===== config.mk =====
export PLATFORM = sky130hd
export DESIGN_NAME = wb_arbiter2
export DESIGN_NICKNAME = d
export VERILOG_FILES = /design/src/rtl/wb_arbiter2.sv
export SDC_FILE = /design/constraint.sdc
export NUM_CORES = 1
export LEC_CHECK = 0
export BUFFER_PORTS_ARGS = -buffer_cell sky130_fd_sc_hd__buf_2
export CORE_AREA = 2 2 92 94
export DETAILED_ROUTE_END_ITERATION = 8
export DIE_AREA = 0 0 94 96
export GPL_TIMING_DRIVEN = 0
export PLACE_DENSITY = 0.66
export SETUP_SLACK_MARGIN = 0.02
export SLEW_MARGIN = 10
export SYNTH_ARGS = -nofsm -noshare
export SYNTH_HDL_FRONTEND = slang
export SYNTH_SLANG_ARGS = --single-unit

===== constraint.sdc =====
create_clock -name i_clk -period 2.02 [get_ports i_clk]
set_input_delay 0.404 -clock i_clk [delete_from_list [all_inputs] [get_ports i_clk]]
set_output_delay 0.404 -clock i_clk [all_outputs]
set_load 0.01 [all_outputs]

===== src/rtl/wb_arbiter2.sv =====
// rtl/wb_arbiter2.sv - two-port round-robin Wishbone B4 pipelined bus arbiter
module wb_arbiter2 #(
    parameter int AW           = 5,
    parameter int DW           = 32,
    parameter int MAXBURST     = 16,
    parameter bit OPT_LOWPOWER = 1'b0
) (
    input  logic            i_clk,
    input  logic            i_reset_n,
    // requester A
    input  logic            i_a_cyc,
    input  logic            i_a_stb,
    input  logic            i_a_we,
    input  logic [AW-1:0]   i_a_addr,
    input  logic [DW-1:0]   i_a_data,
    input  logic [DW/8-1:0] i_a_sel,
    output logic            o_a_stall,
    output logic            o_a_ack,
    output logic            o_a_err,
    output logic [DW-1:0]   o_a_data,
    // requester B
    input  logic            i_b_cyc,
    input  logic            i_b_stb,
    input  logic            i_b_we,
    input  logic [AW-1:0]   i_b_addr,
    input  logic [DW-1:0]   i_b_data,
    input  logic [DW/8-1:0] i_b_sel,
    output logic            o_b_stall,
    output logic            o_b_ack,
    output logic            o_b_err,
    output logic [DW-1:0]   o_b_data,
    // shared master port
    output logic            o_wb_cyc,
    output logic            o_wb_stb,
    output logic            o_wb_we,
    output logic [AW-1:0]   o_wb_addr,
    output logic [DW-1:0]   o_wb_data,
    output logic [DW/8-1:0] o_wb_sel,
    input  logic            i_wb_stall,
    input  logic            i_wb_ack,
    input  logic            i_wb_err,
    input  logic [DW-1:0]   i_wb_data
);

    // A zero-length counter is illegal, so MAXBURST=0 keeps one dummy bit
    localparam int BW = (MAXBURST > 0) ? $clog2(MAXBURST + 1) : 1;
    localparam logic [BW-1:0] BEAT_MAX = BW'(MAXBURST);

    localparam logic [1:0] OWN_NONE = 2'd0;
    localparam logic [1:0] OWN_A    = 2'd1;
    localparam logic [1:0] OWN_B    = 2'd2;

    logic [1:0]      r_owner;
    logic            r_last;     // 0: A served last, 1: B served last
    logic [BW-1:0]   r_beats;

    logic            w_own_a;
    logic            w_own_b;
    logic            w_cyc;
    logic            w_other_cyc;
    logic            w_limit;
    logic            w_stb_req;
    logic            w_we;
    logic [AW-1:0]   w_addr;
    logic [DW-1:0]   w_data;
    logic [DW/8-1:0] w_sel;
    logic            w_blank;

    assign w_own_a     = (r_owner == OWN_A);
    assign w_own_b     = (r_owner == OWN_B);
    assign w_cyc       = (w_own_a && i_a_cyc) || (w_own_b && i_b_cyc);
    assign w_other_cyc = (w_own_a && i_b_cyc) || (w_own_b && i_a_cyc);
    // Limit only blocks new strobes; it drops the moment the other side gives up
    assign w_limit     = (MAXBURST != 0) && (r_beats == BEAT_MAX) && w_other_cyc;

    // Ownership: rearbitrate whenever the owner is absent or has dropped cyc
    always_ff @(posedge i_clk or negedge i_reset_n) begin
        if (!i_reset_n) begin
            r_owner <= OWN_NONE;
            r_last  <= 1'b1;
            r_beats <= '0;
        end else if (!w_cyc) begin
            r_beats <= '0;
            if (i_a_cyc && (!i_b_cyc || r_last)) begin
                r_owner <= OWN_A;
                r_last  <= 1'b0;
            end else if (i_b_cyc) begin
                r_owner <= OWN_B;
                r_last  <= 1'b1;
            end else begin
                r_owner <= OWN_NONE;
            end
        end else if (o_wb_stb && !i_wb_stall && (r_beats != BEAT_MAX)) begin
            r_beats <= r_beats + BW'(1);
        end
    end

    // Select the owner's request fields
    always_comb begin
        w_stb_req = 1'b0;
        w_we      = 1'b0;
        w_addr    = '0;
        w_data    = '0;
        w_sel     = '0;
        if (w_own_a) begin
            w_stb_req = i_a_stb;
            w_we      = i_a_we;
            w_addr    = i_a_addr;
            w_data    = i_a_data;
            w_sel     = i_a_sel;
        end else if (w_own_b) begin
            w_stb_req = i_b_stb;
            w_we      = i_b_we;
            w_addr    = i_b_addr;
            w_data    = i_b_data;
            w_sel     = i_b_sel;
        end
    end

    assign o_wb_cyc  = w_cyc;
    assign o_wb_stb  = w_cyc && w_stb_req && !w_limit;
    assign w_blank   = OPT_LOWPOWER && !o_wb_stb;
    assign o_wb_we   = w_blank ? 1'b0 : w_we;
    assign o_wb_addr = w_blank ? '0 : w_addr;
    assign o_wb_data = w_blank ? '0 : w_data;
    assign o_wb_sel  = w_blank ? '0 : w_sel;

    assign o_a_stall = w_own_a ? (i_wb_stall || w_limit) : 1'b1;
    assign o_a_ack   = w_own_a && i_wb_ack;
    assign o_a_err   = w_own_a && i_wb_err;
    assign o_b_stall = w_own_b ? (i_wb_stall || w_limit) : 1'b1;
    assign o_b_ack   = w_own_b && i_wb_ack;
    assign o_b_err   = w_own_b && i_wb_err;

    assign o_a_data  = i_wb_data;
    assign o_b_data  = i_wb_data;

endmodule


Yosys cells after proc, flatten, opt, wreduce, memory -nomap -nowiden
Index checks and enable logic that the tools add are counted.

$add $sub $neg: 1. Equality and inequality tests: 5. Multiplexer cells: 18. Bitwise gates (word level): 1. Reduce and logical (&&, ||, !) cells: 23.

Operators with widths (count): $mux W32 (2); $mux W5 (4); $logic_and A1 B1 Y1 (14); $mux W1 (8); $mux W4 (2); $add A5 B1 Y5 const B (1); $eq A5 B5 Y1 const B (1); $ne A5 B5 Y1 const B (1); $logic_or A1 B1 Y1 (4); $mux W2 (2); $logic_not A1 Y1 (3); $eq A2 B1 Y1 const B (1); $eq A2 B2 Y1 const B (1); $ne A2 B1 Y1 const B (1); $reduce_and A2 Y1 (1); $reduce_bool A2 Y1 (1); $not A1 Y1 (1).

Bits in registers: 8. Logic and storage cells: 51.

Logic depth before layout (Yosys ltp)
Word-level depth: 10. Mapped depth: 6.

Least setup slack after synthesis
No wires, ideal clock.

Path type: register to output. Start: register r_beats[0]. End: output port o_b_stall. Arrival: 1313 ps. Slack: 303 ps. Stages on the path, launching flop included: 5. Path buffers: 0. Cells stage by stage: dfrtp_1 -> inv_1 -> ha_1 -> and4bb_2 -> a2111o_1.

Word-level cells in the longest chain between the ends: 4.

Ends and longest elaborated chain: from (decl) (line 55) `logic [BW-1:0] r_beats;`; from (signal assigned) (line 94) `r_beats <= r_beats + BW'(1);`; $eq A5 B5 Y1 (line 74) `assign w_limit = (MAXBURST != 0) && (r_beats == BEAT_MAX) && w_other_cyc;`; $logic_and A1 B1 Y1 (line 74); $logic_or A1 B1 Y1 (line 131) `assign o_b_stall = w_own_b ? (i_wb_stall || w_limit) : 1'b1;`; $mux W1 (line 131); to (decl) (line 28) `output logic o_b_stall,`.

No other way between the ends.

Worst setup path in the final report
Start: register r_beats[1]. End: output port o_b_stall.

Same word-level chain as after synthesis.

==> impl_results.md <==
* CP Data Arrival Time at 1530 ps
* Avg Vias per Cell at 4.05
* Reg2reg start: r_beats[1]
* Primary FF master, synth: dfrtp_1
* Die Area at 9020 sq um
* Worst Setup End Kind: output pin
* R2r setup slk at 340 ps
* Post-synthesis cell area at 1450 sq um
* Final Hold Fails at 0
* Slowest cell on the critical path: a2111o_1
* Port Buf Inserts at 206
* RR Endpoint: r_beats[3]
* Chip width at 94 microns
* CTS tree: built
* Register clock-pin slew on the reported worst setup and hold paths at 40 ps
* Cell variety after synth at 31
* Tightest Pin Transition at 307 ps
* Crit Path Category: reg2out
* Post-DR wirelength/cell at 12.3 microns
* P&R area growth vs syn at 89.0%
* Post-synthesis sequential area ratio at 13.9%
* Vias in the first global route at 1,719
* FMAX at 518 MHz
* #FFs+latches synth at 8
* Final HPWL DP at 5270 microns
* Area fraction of the dominant cell type after synthesis at 33.8%
* Area of the core at 8050 sq um
* Slew Limit Headroom at 79.5%
* GRT Util Overall at 10.9%
* Share of cells above drive strength 1 at 77.3%
* Syn nets at 299
* Area after DPL at 2610 sq um
* Vias after detailed routing at 1,995
* Reg2reg path depth at 7
* Synthesis Warnings at 0
* CP startpoint kind: register
* Clock skew at 3.43 ps
* Antenna-violating nets left at 0
* CTS Buffer Depth at 2
* Worst IR Drop VDD at 0.000334 V
* Worst Setup SP: r_beats[1]
* DR pass1 iterations at 4
* Syn Area/Cell at 8.40 sq um
* Initial Util at 17.9%
* GR Overflow Total at 0
* Initial antenna violation count at 0
* Synth top area cells: buf_4, a22o_1, dfrtp_1
* Synth area leader: buf_4
* Final Util at 33.9%
* CTS Root Cell: clkbuf_8
* Die height at 96 microns
* RePlAce Congestion at 0.727
* Cell count after synthesis at 172
* Hold WS at 10.8 ps
* Hold_buf cts at 0
* RSZ-0062 raised after global routing: true
* Post-route setup TNS at 0 ps
* Status: complete, no violations
* Row count at 33
* Final Cell Area at 2730 sq um
* Antenna cells at 0
* I/O pin total at 239
* DR iter-0 viols at 37
* Pwr dens at 426 nW/um^2
* CP endpoint: o_b_stall
* Drt total wl at 6050 microns
* Final worst path period share at 95.6%
* Post-synth ARST share at 100%
* WP data required at 1620 ps
* Tmin final at 1930 ps
* Worst-Skew Late Latency at 230 ps
* Max Cap Viol at 0
* Final nets at 515
* Endpoints failing setup at 0
* Largest net degree at the start of global routing at 11
* Crit path cell chain: inv_1, ha_2, and4bb_2, a2111o_1, buf_2
* Slew Limit Fails at 0
* H-Tree Depth at 1
* Max FO, Critical Path at 2
* Tightest Hold Check Type: in2async
* Pleak at 1.68 nW
* Clock sinks at 8
* TritonCTS Buffers at 3
* Fillers at 871
* Post-route DRC at 0
* Post-synth EDFFs at 0
* Slowest stage delay, CP at 370 ps
* First-pass GRT wire length at 7910 microns
cells in the mapped netlist (3+ instances only):
library cell	number
inv_1	6
nand2_1	7
dfrtp_1	7
and2_1	4
buf_1	3
buf_2	6
a22o_1	43
buf_4	65
flip-flops by register name (all words and copies together), names as in the netlist:
register / flops
r_beats: 5
r_last: 1
r_owner: 2
worst min path at each step:
stage	endpoint
after global routing	r_beats[2]
after floorplan	r_beats[0]
after detailed placement	r_beats[3]
after global placement	r_beats[3]
after CTS	r_beats[3]
final	r_beats[3]
metrics by stage:
step           cells  power (mW)  setup slack [ps]
6_report         492        1.16              89.3
4_1_cts          491        1.18              41.3
2_1_floorplan    172       0.610               303
5_1_grt          492        1.25              16.1
3_3_place_gp     483       0.936             -54.8
3_5_place_dp     483       0.942             -39.6
cell usage in the layout, fill, tap and decap left out, types with 3 or more instances in the layout:
cell type / count
and2_1: 4
a22o_1: 43
inv_1: 5
buf_2: 206
nand2_1: 7
clkbuf_8: 3
buf_4: 79
dfrtp_1: 6
power breakdown:
part | switching, mW | leakage, nW | internal (mW)
sequential | 0.0106 | 0.104 | 0.178
clock | 0.0615 | 0.0228 | 0.137
combinational | 0.365 | 1.55 | 0.412
cell type report:
cell class	instances	area (sq um)	share of cell area, %
well taps	105	131	4.81
flip-flops and latches	8	203	7.42
repair buffers	212	1080	39.4
multi-input cells	84	706	25.8
plain buffers	73	548	20.1
clock buffers	4	45.0	1.65
inverters	6	22.5	0.825
critical path: cells and delay by family, from the launching register on:
kind / cells / cell delay [ps]
buf+inv: 2 / 210
compound gates: 1 / 370
simple gates: 1 / 240
fa+ha+maj: 1 / 160
flops: 1 / 330
repair_timing:
action | in CTS | in global routing
pin swaps | 2 | 0
endpoints found under the setup margin | 48 | 19
setup buffers | 5 | 1
gates resized for setup | 14 | 3
logic make-up (layout without fill, tap and decap cells):
logic type	count (synthesis)	count (layout)	share of synthesized area, %
flip-flops	8	8	13.9
AO/OA/AOI/OAI	54	54	32.2
AND/OR/NAND/NOR	24	24	11.3
adder cells (fa/ha/maj)	2	2	1.73
multiplexers	2	2	1.39
buffers and inverters	80	295	38.2
XOR/XNOR	2	2	1.21
per-layer routing:
| layer | track usage [%] | wire, microns | up-vias | part of all wire (%) |
|---|---|---|---|---|
| met5 | 0 | 0 | - | 0 |
| met4 | 2.90 | 61 | 0 | 1.0 |
| met3 | 1.25 | 509 | 6 | 8.4 |
| met2 | 19.3 | 3050 | 117 | 50 |
| met1 | 14.0 | 2420 | 887 | 40 |
| li1 | - | - | 985 | - |
No activity file was read; power rests on OpenSTA's default activity.
